--- config.mk ---
export PLATFORM = sky130hd
export DESIGN_NAME = apb_mem_slave
export DESIGN_NICKNAME = d
export VERILOG_FILES = /design/src/rtl/apb_mem_slave.sv
export SDC_FILE = /design/constraint.sdc
export NUM_CORES = 1
export LEC_CHECK = 0
export CORE_ASPECT_RATIO = 1.4
export CORE_MARGIN = 2
export CORE_UTILIZATION = 45
export DETAILED_ROUTE_END_ITERATION = 7
export PLACE_DENSITY = 0.58
export SYNTH_ARGS = -nofsm -noshare
export SYNTH_HDL_FRONTEND = slang
export SYNTH_SLANG_ARGS = --single-unit
--- constraint.sdc ---
create_clock -name clk -period 6.8 [get_ports clk]
set_input_delay 2.04 -clock clk [delete_from_list [all_inputs] [get_ports clk]]
set_output_delay 2.04 -clock clk [all_outputs]
set_load 0.005 [all_outputs]
--- src/rtl/apb_mem_slave.sv ---
// -----------------------------------------------------------------------------
// apb_mem_slave
//   APB3 completer in front of a DEPTH-word memory array. Word 0 is a
//   read-only ID word. A fixed number of wait states is inserted per transfer.
//   The completer flags misaligned, out-of-range and ID-write accesses with
//   pslverr on the completion cycle.
//
//   Optional feature macro: APB_PSTRB_EN
//     When defined, an APB4 byte-strobe input pstrb is added. Writes then
//     update only the strobed bytes. When undefined, every write updates the
//     full word.
//
// Handshake: a transfer starts with a setup cycle (psel=1, penable=0). It
//   then holds psel=1, penable=1 through the access phase. It completes in the
//   single cycle where pready=1. pready, pslverr and prdata are registered and
//   are driven to zero in every other cycle. Dropping psel or penable before
//   completion aborts the transfer without side effects.
//
// Ports
//   clk        in   clock, rising edge
//   resetn     in   asynchronous reset, active-low
//   psel       in   completer select
//   penable    in   access phase
//   pwrite     in   1 = write, 0 = read
//   paddr      in   byte address, ADDR_W bits
//   pwdata     in   write data, DATA_W bits
//   pstrb      in   byte strobes, DATA_W/8 bits (only with APB_PSTRB_EN)
//   pready     out  transfer complete (one-cycle pulse)
//   prdata     out  read data, non-zero only on a good read completion
//   pslverr    out  error, only on the completion cycle
//   dbg_state  out  FSM state: 0 = IDLE, 1 = ACCESS
// -----------------------------------------------------------------------------
module apb_mem_slave #(
  parameter int          DATA_W      = 32,
  parameter int          ADDR_W      = 12,
  parameter int          DEPTH       = 32,
  parameter int          WAIT_CYCLES = 2,
  parameter logic [31:0] ID_VALUE    = 32'hA5B0_0001
) (
  input  logic                clk,
  input  logic                resetn,
  input  logic                psel,
  input  logic                penable,
  input  logic                pwrite,
  input  logic [ADDR_W-1:0]   paddr,
  input  logic [DATA_W-1:0]   pwdata,
`ifdef APB_PSTRB_EN
  input  logic [DATA_W/8-1:0] pstrb,
`endif
  output logic                pready,
  output logic [DATA_W-1:0]   prdata,
  output logic                pslverr,
  output logic                dbg_state
);

  localparam int NB    = DATA_W / 8;
  localparam int LSB_W = $clog2(NB);
  localparam int WI_W  = ADDR_W - LSB_W;
  localparam int IDX_W = (DEPTH > 1) ? $clog2(DEPTH) : 1;
  localparam logic [DATA_W-1:0] ID_WORD = DATA_W'(ID_VALUE);

  typedef enum logic {S_IDLE = 1'b0, S_ACCESS = 1'b1} state_t;

  state_t              state;
  logic [3:0]          cnt;
  logic [ADDR_W-1:0]   addr_q;
  logic                wr_q;
  logic [DATA_W-1:0]   wdata_q;
`ifdef APB_PSTRB_EN
  logic [NB-1:0]       strb_q;
`endif

  logic [DATA_W-1:0]   mem [DEPTH];

  // Decode works on the live bus in IDLE and on the latched copy in ACCESS.
  // With zero wait states the response is registered at the setup edge, so
  // it must come from the live paddr/pwrite.
  logic [ADDR_W-1:0]   cur_addr;
  logic                cur_wr;
  logic [WI_W-1:0]     cur_wi;
  logic [IDX_W-1:0]    cur_idx;
  logic                cur_err;
  logic [DATA_W-1:0]   rd_word;
  logic [DATA_W-1:0]   rsp_data;
  logic                setup;
  logic                access_ok;
  logic                last;
  logic                do_write;

  always_comb begin
    cur_addr  = (state == S_IDLE) ? paddr  : addr_q;
    cur_wr    = (state == S_IDLE) ? pwrite : wr_q;
    cur_wi    = cur_addr[ADDR_W-1:LSB_W];
    cur_idx   = cur_wi[IDX_W-1:0];
    cur_err   = (cur_addr[LSB_W-1:0] != '0) ||
                (32'(cur_wi) >= 32'(DEPTH)) ||
                (cur_wr && (cur_wi == '0));
    rd_word   = (cur_wi == '0) ? ID_WORD : mem[cur_idx];
    rsp_data  = (cur_err || cur_wr) ? '0 : rd_word;
    setup     = psel && !penable;
    access_ok = psel && penable;
    last      = (cnt == 4'(WAIT_CYCLES));
    do_write  = (state == S_ACCESS) && access_ok && last && wr_q && !cur_err;
  end

  assign dbg_state = (state == S_ACCESS);

  always_ff @(posedge clk or negedge resetn) begin
    if (!resetn) begin
      state   <= S_IDLE;
      cnt     <= '0;
      addr_q  <= '0;
      wr_q    <= 1'b0;
      wdata_q <= '0;
`ifdef APB_PSTRB_EN
      strb_q  <= '0;
`endif
      pready  <= 1'b0;
      pslverr <= 1'b0;
      prdata  <= '0;
    end else begin
      // Response outputs are pulses; they fall back to zero unless set below.
      pready  <= 1'b0;
      pslverr <= 1'b0;
      prdata  <= '0;
      case (state)
        S_IDLE: begin
          // psel && penable here is a protocol violation and is ignored.
          if (setup) begin
            state   <= S_ACCESS;
            cnt     <= '0;
            addr_q  <= paddr;
            wr_q    <= pwrite;
            wdata_q <= pwdata;
`ifdef APB_PSTRB_EN
            strb_q  <= pstrb;
`endif
            if (WAIT_CYCLES == 0) begin
              pready  <= 1'b1;
              pslverr <= cur_err;
              prdata  <= rsp_data;
            end
          end
        end
        S_ACCESS: begin
          if (!access_ok || last) begin
            // Abort or completion; the array write itself is in the mem block.
            state <= S_IDLE;
          end else begin
            cnt <= cnt + 4'd1;
            // Raise pready so it is high in the cycle where cnt reaches WAIT_CYCLES.
            if ((cnt + 4'd1) == 4'(WAIT_CYCLES)) begin
              pready  <= 1'b1;
              pslverr <= cur_err;
              prdata  <= rsp_data;
            end
          end
        end
        default: state <= S_IDLE;
      endcase
    end
  end

  // Array storage has no reset; word 0 storage is never read (ID_WORD is used).
  always_ff @(posedge clk) begin
    if (do_write) begin
`ifdef APB_PSTRB_EN
      for (int b = 0; b < NB; b++) begin
        if (strb_q[b]) mem[cur_idx][b*8 +: 8] <= wdata_q[b*8 +: 8];
      end
`else
      mem[cur_idx] <= wdata_q;
`endif
    end
  end

endmodule
==> out/qor.yml, run 1 <==
grt_usage_pct: 24.9
worstPathRequired_ps: 7190
combPwrFrac_pct: 7.6
p_int_mw: 11.7
period_minus_slack_ps: 5110
hp-start: "wdata_q[10]$_DFFE_PN0P_"
grt_antenna_before_repair: 1
cts-resized-gates: 0
end_kind: "flip-flop"
vias_per_cell: 6.03
drc: 0
port_buffers: 83
synthesis.area_um2: 41800
fin_skew_ps: 26.1
final_cell_mix: "edfxtp_1 (1024), nand2_1 (233), o22ai_1 (144)"
avgSynthCellArea_um2: 18.4
start_util_pct: 45.2
die-area_um2: 95300
die_w_um: 262
p_sw_share_pct: 23.9
clock_sinks: 1108
grt_pass1_wl_um: 167000
totalWireLength_um: 117000
critPathKind: "in -> reg"
r2r_slack_ps: 2710
outcome: "complete, no violations"
std_cell_rows: 132
clkPwrFrac_pct: 38.9
synth_cells: 2273
drv_slew: 0
clockBufferDepth: 3
period_share_pct: 75.2
yosys.area.top_type: "edfxtp_1"
rsz0062_at_grt: "no"
yosysSeqAreaShare_pct: 78.6
path_max_fanout: 20
hold_end: "wdata_q[10]$_DFFE_PN0P_"
drv_cap: 0
hold_path.class: "reg -> reg"
detailed_place_hpwl_um: 69800
seq_power_share_pct: 53.5
tightest_slew_ps: 1380
setup_viol: 0
clock.fmax_mhz: 196
synth_area_leaders: "edfxtp_1 (74%), mux4_2 (6.9%), dfrtp_1 (5.0%)"
slowest_delay_ps: 720
clk_latency_ps: 710
crit_path_start_kind: "primary input"
num_vias: 22700
multiInputGateArea_um2: 8670
die_h_um: 365
tns_ps: 0
final_common_cell: "edfxtp_1"
pre_cts_ws_ps: 998
hold_buffers: 0
overflow: 0
arrival_ps: 5500
path_clk_slew_ps: 60
slowest_stage: "nand2_1"
core-area_um2: 92300
ys_types: 60
hold_violations: 0
gp_congestion: 0.812
wire_per_inst_um: 31.0
r2r-start: "dbg_state$_DFF_PN0_"
dominantRegCellSynth: "edfxtp_1"
drtPass1Iterations: 6
yosys_warnings: 0
cts_tree: "built"
layout_setup_ws_ps: 1690
stdcell_area_um2: 48500
switching_power_mw: 3.69
seq_area_um2: 32900
grt_pass1_vias: 23300
ant_nets: 0
postCtsSetupBuffers: 0
final_layout_size_suffix_gt1_share_pct: 19.8
timing.rr.end: "mem[20][25]$_DFFE_PP_"
nNetsFinal: 2521
place_area_um2: 45000
cts_root_buf: "clkbuf_16"
n_fill_cell: 7262
synth_edf_count: 1024
first_iter_violations: 2420
holdPathStages: 1
synth_seq_cells: 1108
grt_start_max_net_pins: 94
leakage_nw: 15.8
cts_buffers: 103
critical_path.cell_chain: "clkdlybuf4s50_1, or3_1, and2_2, nor4_1, nor4b_2, nand2_1, nor2_4, buf_12"
io_pins: 84
synth_top_area_share_pct: 73.6
ff2ff_path_depth: 8
synthArstFlopShare_pct: 7.58
power_density_nw_per_um2: 318
syn2layout_area_growth_pct: 16.1
relSlewSlack_pct: 8.09
diodes: 0
power_mw: 15.4
vdd_ir_drop_max_v: 0.000215
htree_levels: 3
## kinds of logic (layout without fill, tap and decap cells)
kind of cell / after synthesis / count (layout) / synth area share (%)
flops: 1108 / 1108 / 78.6
xor+xnor: 1 / 1 / 0.0210
simple gates: 449 / 449 / 4.95
buf+inv: 133 / 386 / 1.68
other cells: 1 / 32 / 0.00898
mux: 203 / 203 / 8.87
compound gates: 375 / 375 / 5.75
fa+ha+maj: 3 / 3 / 0.0899
## cells in the mapped netlist (3+ instances only)
cell type	n
a2111oi_0	7
inv_1	4
or3_1	5
nand2b_1	8
ha_1	3
o2111ai_1	5
o211ai_1	3
a21oi_1	44
nor3_1	14
a31oi_1	38
o22ai_1	146
nand2_1	233
mux4_2	128
o21ai_0	54
clkbuf_1	42
buf_4	11
or3b_2	4
mux2i_1	26
or4_1	6
nand3b_1	4
buf_6	10
mux2_2	46
nand3_1	50
nor4_1	26
a221oi_1	3
buf_2	50
a21o_1	6
o22a_1	16
dfrtp_1	84
a22oi_1	40
nor2_1	49
edfxtp_1	1024
buf_1	14
o21a_1	3
nor2b_1	4
and2_1	3
and3_1	32
## sequential cells by signal (all words and copies together), names as in the netlist
| register | count |
|---|---|
| mem | 1024 |
| pslverr | 1 |
| pready | 1 |
| addr_q | 12 |
| wr_q | 1 |
| dbg_state | 1 |
| wdata_q | 32 |
| cnt | 4 |
| prdata | 32 |
## through the flow
step	hold slack (ps)	util (%)	cells
finish	506	52.5	3763
global route	545	52.5	3763
CTS	512	52.5	3763
detailed placement	498	48.7	3570
global placement	493	48.7	3570
floorplan	481	-	2304
## critical path: cells and delay by family
| kind | cells | cell delay (ps) |
|---|---|---|
| simple gates | 6 | 2510 |
| buf+inv | 2 | 920 |
## power by group through the flow
stage	clock network, mW	registers [mW]	logic [mW]
after global routing	6.34	8.29	1.24
after floorplan	0	8.17	0.732
after detailed placement	0	8.40	1.17
after global placement	0	8.37	1.16
final	6.00	8.25	1.17
after CTS	6.09	8.25	1.18
## how the worst max path moves through the flow
| stage | start | to | slack (ps) | cells after the start |
|---|---|---|---|---|
| after floorplan | paddr[3] | mem[13][0]$_DFFE_PP_ | 1680 | 6 |
| after global placement | paddr[8] | mem[20][25]$_DFFE_PP_ | 1010 | 8 |
| after detailed placement | paddr[8] | mem[20][25]$_DFFE_PP_ | 1000 | 8 |
| after CTS | paddr[8] | mem[20][25]$_DFFE_PP_ | 1710 | 8 |
| after global routing | paddr[8] | mem[20][25]$_DFFE_PP_ | 1550 | 8 |
| final | paddr[2] | mem[20][25]$_DFFE_PP_ | 1690 | 8 |
## per-layer routing
| metal | part of all wire [%] | wire, um | GRT usage (%) | vias up |
|---|---|---|---|---|
| met5 | 0 | 0 | 0 | - |
| met3 | 6.0 | 6980 | 3.15 | 203 |
| met4 | 3.5 | 4090 | 9.04 | 0 |
| met1 | 39 | 45000 | 31.9 | 12000 |
| met2 | 52 | 60600 | 43.3 | 956 |
| li1 | - | - | - | 9540 |
## area by class of cell
cell class / instances / share of cell area, %
timing repair buffer: 189 / 3.94
inverter: 4 / 0.0310
clock buffer: 130 / 5.79
multi-input combinational: 1063 / 17.9
clock inverter: 63 / 1.50
sequential: 1108 / 67.7
tap: 1206 / 3.11
Power figures use the tool's default switching activity.
==> run 2, diff against run 1 <==
==> constraint.sdc (replaced) <==
create_clock -name clk -period 4.9 [get_ports clk]
set_input_delay 1.47 -clock clk [delete_from_list [all_inputs] [get_ports clk]]
set_output_delay 1.47 -clock clk [all_outputs]
set_load 0.005 [all_outputs]
==> out/qor.yml, run 2 (synthesis results as in run 1) <==
outcome: "complete, no violations"
seq_area_um2: 32900  # unchanged
hp-start: "addr_q[1]$_DFFE_PN0P_"
cts_tree: "built"
holdPathStages: 1  # unchanged
clockBufferDepth: 3  # unchanged
grt_pass1_wl_um: 172000  # +3.3%
tightest_slew_ps: 1330  # -44.1 ps
drv_cap: 0  # unchanged
clock.fmax_mhz: 232
overflow: 0  # unchanged
largest_register: "mem"
std_cell_rows: 132  # unchanged
die_h_um: 365  # unchanged
reg_top3: "mem (1024), prdata (32), wdata_q (32)"
die_w_um: 262  # unchanged
final_common_cell: "edfxtp_1"
syn2layout_area_growth_pct: 16.9
gp_congestion: 0.835  # +2.9%
grt_antenna_before_repair: 1  # unchanged
power_density_nw_per_um2: 437  # +38%
multiInputGateArea_um2: 8670  # about the same
grt_start_max_net_pins: 84  # -11%
final_cell_mix: "edfxtp_1 (1024), nand2_1 (233), o22ai_1 (144)"
place_area_um2: 45400  # +0.99%
power_mw: 21.4  # +39%
clock_sinks: 1108  # unchanged
clk_latency_ps: 710  # about the same
nNetsFinal: 2548  # +1.1%
critPathKind: "in -> reg"
largest_reg_flops: 1024  # unchanged
drc: 0  # unchanged
relSlewSlack_pct: 11.0  # +2.9 points
worstPathRequired_ps: 5410  # -1780 ps
wire_per_inst_um: 32.1  # +3.7%
first_iter_violations: 2645  # +9.3%
htree_levels: 3  # unchanged
cts-resized-gates: 0  # unchanged
timing.rr.end: "prdata[6]$_DFF_PN0_"
vdd_ir_drop_max_v: 0.000279  # +30%
ff2ff_path_depth: 9  # +1
period_minus_slack_ps: 4310
detailed_place_hpwl_um: 71600  # +2.7%
stdcell_area_um2: 48900  # +0.73%
ant_nets: 0  # unchanged
core-area_um2: 92300  # unchanged
n_fill_cell: 7202  # -0.83%
cts_root_buf: "clkbuf_16"
hold_end: "addr_q[1]$_DFFE_PN0P_"
drv_slew: 0  # unchanged
num_vias: 23100  # +1.8%
r2r_slack_ps: 660  # -2050 ps
grt_pass1_vias: 23700  # +1.5%
grt_usage_pct: 25.8  # +0.97 points
arrival_ps: 4830  # -670 ps
drtPass1Iterations: 5  # -1
fin_skew_ps: 21.4  # -4.66 ps
dp_cells: 3598  # +0.78%
path_clk_slew_ps: 60  # about the same
postCtsSetupBuffers: 0  # unchanged
hold_path.class: "reg -> reg"
crit_path_start_kind: "primary input"
totalWireLength_um: 122000  # +4.5%
cts_buffers: 102  # -0.97%
setup_viol: 0  # unchanged
final_util_pct: 52.9  # +0.38 points
hold_violations: 0  # unchanged
path_max_fanout: 35  # +75%
final_layout_size_suffix_gt1_share_pct: 20.2  # +0.42 points
vias_per_cell: 6.10  # +1.1%
rsz0062_at_grt: "no"
diodes: 0  # unchanged
die-area_um2: 95300  # unchanged
end_kind: "flip-flop"
final-instance-count-excl-fill: 3789  # +0.69%
start_util_pct: 45.2  # unchanged
r2r-start: "dbg_state$_DFF_PN0_"
leakage_nw: 16.0  # +1.2%
port_buffers: 83  # unchanged
period_share_pct: 88.0
hold_buffers: 0  # unchanged
io_pins: 84  # unchanged
run 2: where the power goes:
group	switching [mW]	internal, mW	total [mW]	leakage [nW]
logic	0.975	0.657	1.63	3.98
clock network	3.56	4.70	8.25	1.70
registers	0.600	10.9	11.5	10.3
run 2: area by class of cell:
cell class,count,area share (%)
Timing Repair Buffer,217,4.83
Clock inverter,64,1.50
Inverter,4,0.0307
Clock buffer,127,5.56
Tap cell,1206,3.09
Sequential cell,1108,67.2
Multi-Input combinational cell,1063,17.7
run 2: critical path, stage by stage:
cell and delay [ps]:
clkdlybuf4s50_1 430, buf_4 180, or3b_2 200, and2_2 990
buf_4 370, o22ai_1 100, o21ai_0 280, nand2_1 90
nor4_1 640
run 2: worst max path at each step:
stage | startpoint | end | slack, ps | depth (start not counted)
detailed placement | paddr[3] | prdata[6]$_DFF_PN0_ | -100 | 9
global placement | paddr[7] | mem[13][11]$_DFFE_PP_ | -150 | 11
finish | paddr[3] | prdata[6]$_DFF_PN0_ | 590 | 9
floorplan | paddr[3] | mem[13][0]$_DFFE_PP_ | 350 | 6
global route | dbg_state$_DFF_PN0_ | prdata[28]$_DFF_PN0_ | 500 | 9
CTS | paddr[3] | prdata[6]$_DFF_PN0_ | 620 | 9
run 2: per-stage QoR:
stage | setup WS [ps] | TNS [ps] | hold slack [ps]
3_5_place_dp | -102 | -1550 | 501
3_3_place_gp | -148 | -3070 | 493
5_1_grt | 496 | 0 | 523
6_report | 588 | 0 | 511
2_1_floorplan | 348 | 0 | 481
4_1_cts | 619 | 0 | 515
run 2: layer usage:
layer / up-vias / GRT usage [%] / wire [um]
li1: 9598 / - / -
met1: 12200 / 33.1 / 46500
met2: 1054 / 44.0 / 62000
met3: 242 / 4.06 / 8310
met4: 0 / 10.5 / 4980
met5: - / 0 / 0
==> run 3, diff against run 2 <==
--- a/config.mk
+++ b/config.mk
@@ -9,7 +9,8 @@
 export CORE_MARGIN = 2
 export CORE_UTILIZATION = 45
 export DETAILED_ROUTE_END_ITERATION = 7
-export PLACE_DENSITY = 0.58
+export PLACE_DENSITY = 0.6
+export SLEW_MARGIN = 15
 export SYNTH_ARGS = -nofsm -noshare
 export SYNTH_HDL_FRONTEND = slang
 export SYNTH_SLANG_ARGS = --single-unit
==> constraint.sdc (replaced) <==
create_clock -name clk -period 3.65 [get_ports clk]
set_input_delay 1.095 -clock clk [delete_from_list [all_inputs] [get_ports clk]]
set_output_delay 1.095 -clock clk [all_outputs]
set_load 0.005 [all_outputs]
==> out/qor.yml, run 3 (synthesis results as in run 1) <==
drtPass1Iterations: 6  # +1
relSlewSlack_pct: 19.5  # +8.4 points
vias_per_cell: 6.05  # -0.77%
crit_end: "prdata[27]$_DFF_PN0_"
num_vias: 23500  # +1.8%
critical_path.cell_chain: "clkdlybuf4s50_1, buf_4, mux2_8, buf_12, buf_12, buf_12, and3_1, a31oi_1, o22ai_1, nor4_1, buf_4"
diodes: 0  # unchanged
period_share_pct: 88.3
clockBufferDepth: 3  # unchanged
gp_congestion: 0.832  # -0.41%
cts_tree: "built"
grt_pass1_vias: 24300  # +2.5%
grt_pass1_wl_um: 174000  # +0.73%
path_max_fanout: 24  # -31%
r2r_slack_ps: 500  # -160 ps
cts-resized-gates: 0  # unchanged
grt_antenna_before_repair: 5  # +4
core-area_um2: 92300  # unchanged
power_density_nw_per_um2: 572  # +31%
largest_reg_flops: 1024  # unchanged
hold_buffers: 0  # unchanged
hold_path.class: "reg -> reg"
setup_viol: 0  # unchanged
crit_path_start_kind: "primary input"
final_layout_size_suffix_gt1_share_pct: 23.6  # +3.4 points
clock_sinks: 1108  # unchanged
hold_violations: 0  # unchanged
vdd_ir_drop_max_v: 0.000327  # +17%
final_util_pct: 54.7  # +1.8 points
first_iter_violations: 2626  # -0.72%
r2r-start: "dbg_state$_DFF_PN0_"
totalWireLength_um: 121000  # -0.67%
whs_ps: 508  # -2.41 ps
detailed_place_hpwl_um: 73800  # +3.0%
critPathKind: "in -> reg"
die-area_um2: 95300  # unchanged
clk_latency_ps: 700  # about the same
leakage_nw: 16.8  # +4.9%
crit_path_frequent_cell: "buf_12"
ant_nets: 0  # unchanged
end_kind: "flip-flop"
slowest_stage: "nor4_1"
timing.rr.end: "prdata[31]$_DFF_PN0_"
postCtsSetupBuffers: 0  # unchanged
grt_usage_pct: 25.9  # +0.031 points
drc: 0  # unchanged
reg_top3: "mem (1024), prdata (32), wdata_q (32)"
fin_skew_ps: 23.7  # +2.24 ps
cts_buffers: 102  # unchanged
outcome: "complete, no violations"
pre_cts_ws_ps: -334  # -231 ps
period_minus_slack_ps: 3220
startpoint: "paddr[2]"
syn2layout_area_growth_pct: 21.0
htree_levels: 3  # unchanged
layout_setup_ws_ps: 428  # -160 ps
cts_root_buf: "clkbuf_16"
die_w_um: 262  # unchanged
holdPathStages: 1  # unchanged
ff2ff_path_depth: 10  # +1
path_clk_slew_ps: 60  # about the same
clock.fmax_mhz: 310
nNetsFinal: 2647  # +3.9%
port_buffers: 83  # unchanged
io_pins: 84  # unchanged
overflow: 0  # unchanged
drv_slew: 0  # unchanged
die_h_um: 365  # unchanged
rsz0062_at_grt: "no"
grt_start_max_net_pins: 49  # -42%
worstPathRequired_ps: 4280  # -1130 ps
largest_register: "mem"
wire_per_inst_um: 31.1  # -3.1%
drv_cap: 0  # unchanged
final_common_cell: "edfxtp_1"
arrival_ps: 3850  # -980 ps
n_fill_cell: 7007  # -2.7%
std_cell_rows: 132  # unchanged
power_mw: 28.9  # +35%
start_util_pct: 45.2  # unchanged
slowest_delay_ps: 470  # -520 ps
final_cell_mix: "edfxtp_1 (1024), nand2_1 (233), o22ai_1 (144)"
tightest_slew_ps: 1210  # -126 ps
## run 3: cell count changes in the layout (fill, tap and decap cells not counted)
cell	delta
buf_12	+72
buf_4	+27
clkbuf_8	+10
dfrtp_1	-8
dfrtp_2	+8
clkinv_2	-5
clkbuf_1	-4
clkinvlp_4	+2
inv_6	-2
clkbuf_16	-1
clkinv_1	-1
clkinv_4	+1
clkinv_8	-1
inv_16	-1
## run 3: layout make-up
| class | count | area (um2) | area share [%] |
|---|---|---|---|
| clock buffer | 132 | 2820 | 5.57 |
| clock inverter | 57 | 673 | 1.33 |
| inverter | 4 | 15.0 | 0.0297 |
| multi-input combinational | 1063 | 8670 | 17.1 |
| sequential | 1108 | 32900 | 65.0 |
| tap | 1206 | 1510 | 2.99 |
| timing repair buffer | 316 | 4000 | 7.92 |
## run 3: stage by stage
step | area, um2 | cells | TNS (ps)
floorplan | 42000 | 2304 | -164430
global placement | 47000 | 3697 | -158280
detailed placement | 47000 | 3697 | -171020
CTS | 50500 | 3886 | 0
global route | 50500 | 3886 | 0
finish | 50500 | 3886 | 0
## run 3: worst min path at each step
stage / from / slack [ps] / to
after floorplan: addr_q[0]$_DFFE_PN0P_ / 480 / addr_q[0]$_DFFE_PN0P_
after global placement: addr_q[7]$_DFFE_PN0P_ / 490 / addr_q[7]$_DFFE_PN0P_
after detailed placement: addr_q[1]$_DFFE_PN0P_ / 500 / addr_q[1]$_DFFE_PN0P_
after CTS: addr_q[1]$_DFFE_PN0P_ / 510 / addr_q[1]$_DFFE_PN0P_
after global routing: addr_q[0]$_DFFE_PN0P_ / 530 / addr_q[0]$_DFFE_PN0P_
final: addr_q[1]$_DFFE_PN0P_ / 510 / addr_q[1]$_DFFE_PN0P_
## run 3: where the power goes
part	internal (mW)	total [mW]	switching [mW]	leakage (nW)
clock	6.44	11.1	4.64	1.71
combinational	1.07	2.44	1.37	4.75
sequential	14.6	15.4	0.781	10.3
## run 3: critical path, delay by kind of cell
| kind | cells | cell delay, ps |
|---|---|---|
| AO/OA/AOI/OAI | 2 | 330 |
| buffers and inverters | 6 | 1340 |
| multiplexers | 1 | 410 |
| AND/OR/NAND/NOR | 2 | 620 |
## run 3: routing by layer
metal / part of all wire [%] / vias up / global-route usage [%]
met1: 37 / 12400 / 32.6
li1: - / 9794 / -
met5: 0 / - / 0
met2: 52 / 1165 / 45.0
met4: 3.5 / 0 / 9.92
met3: 7.6 / 211 / 3.93
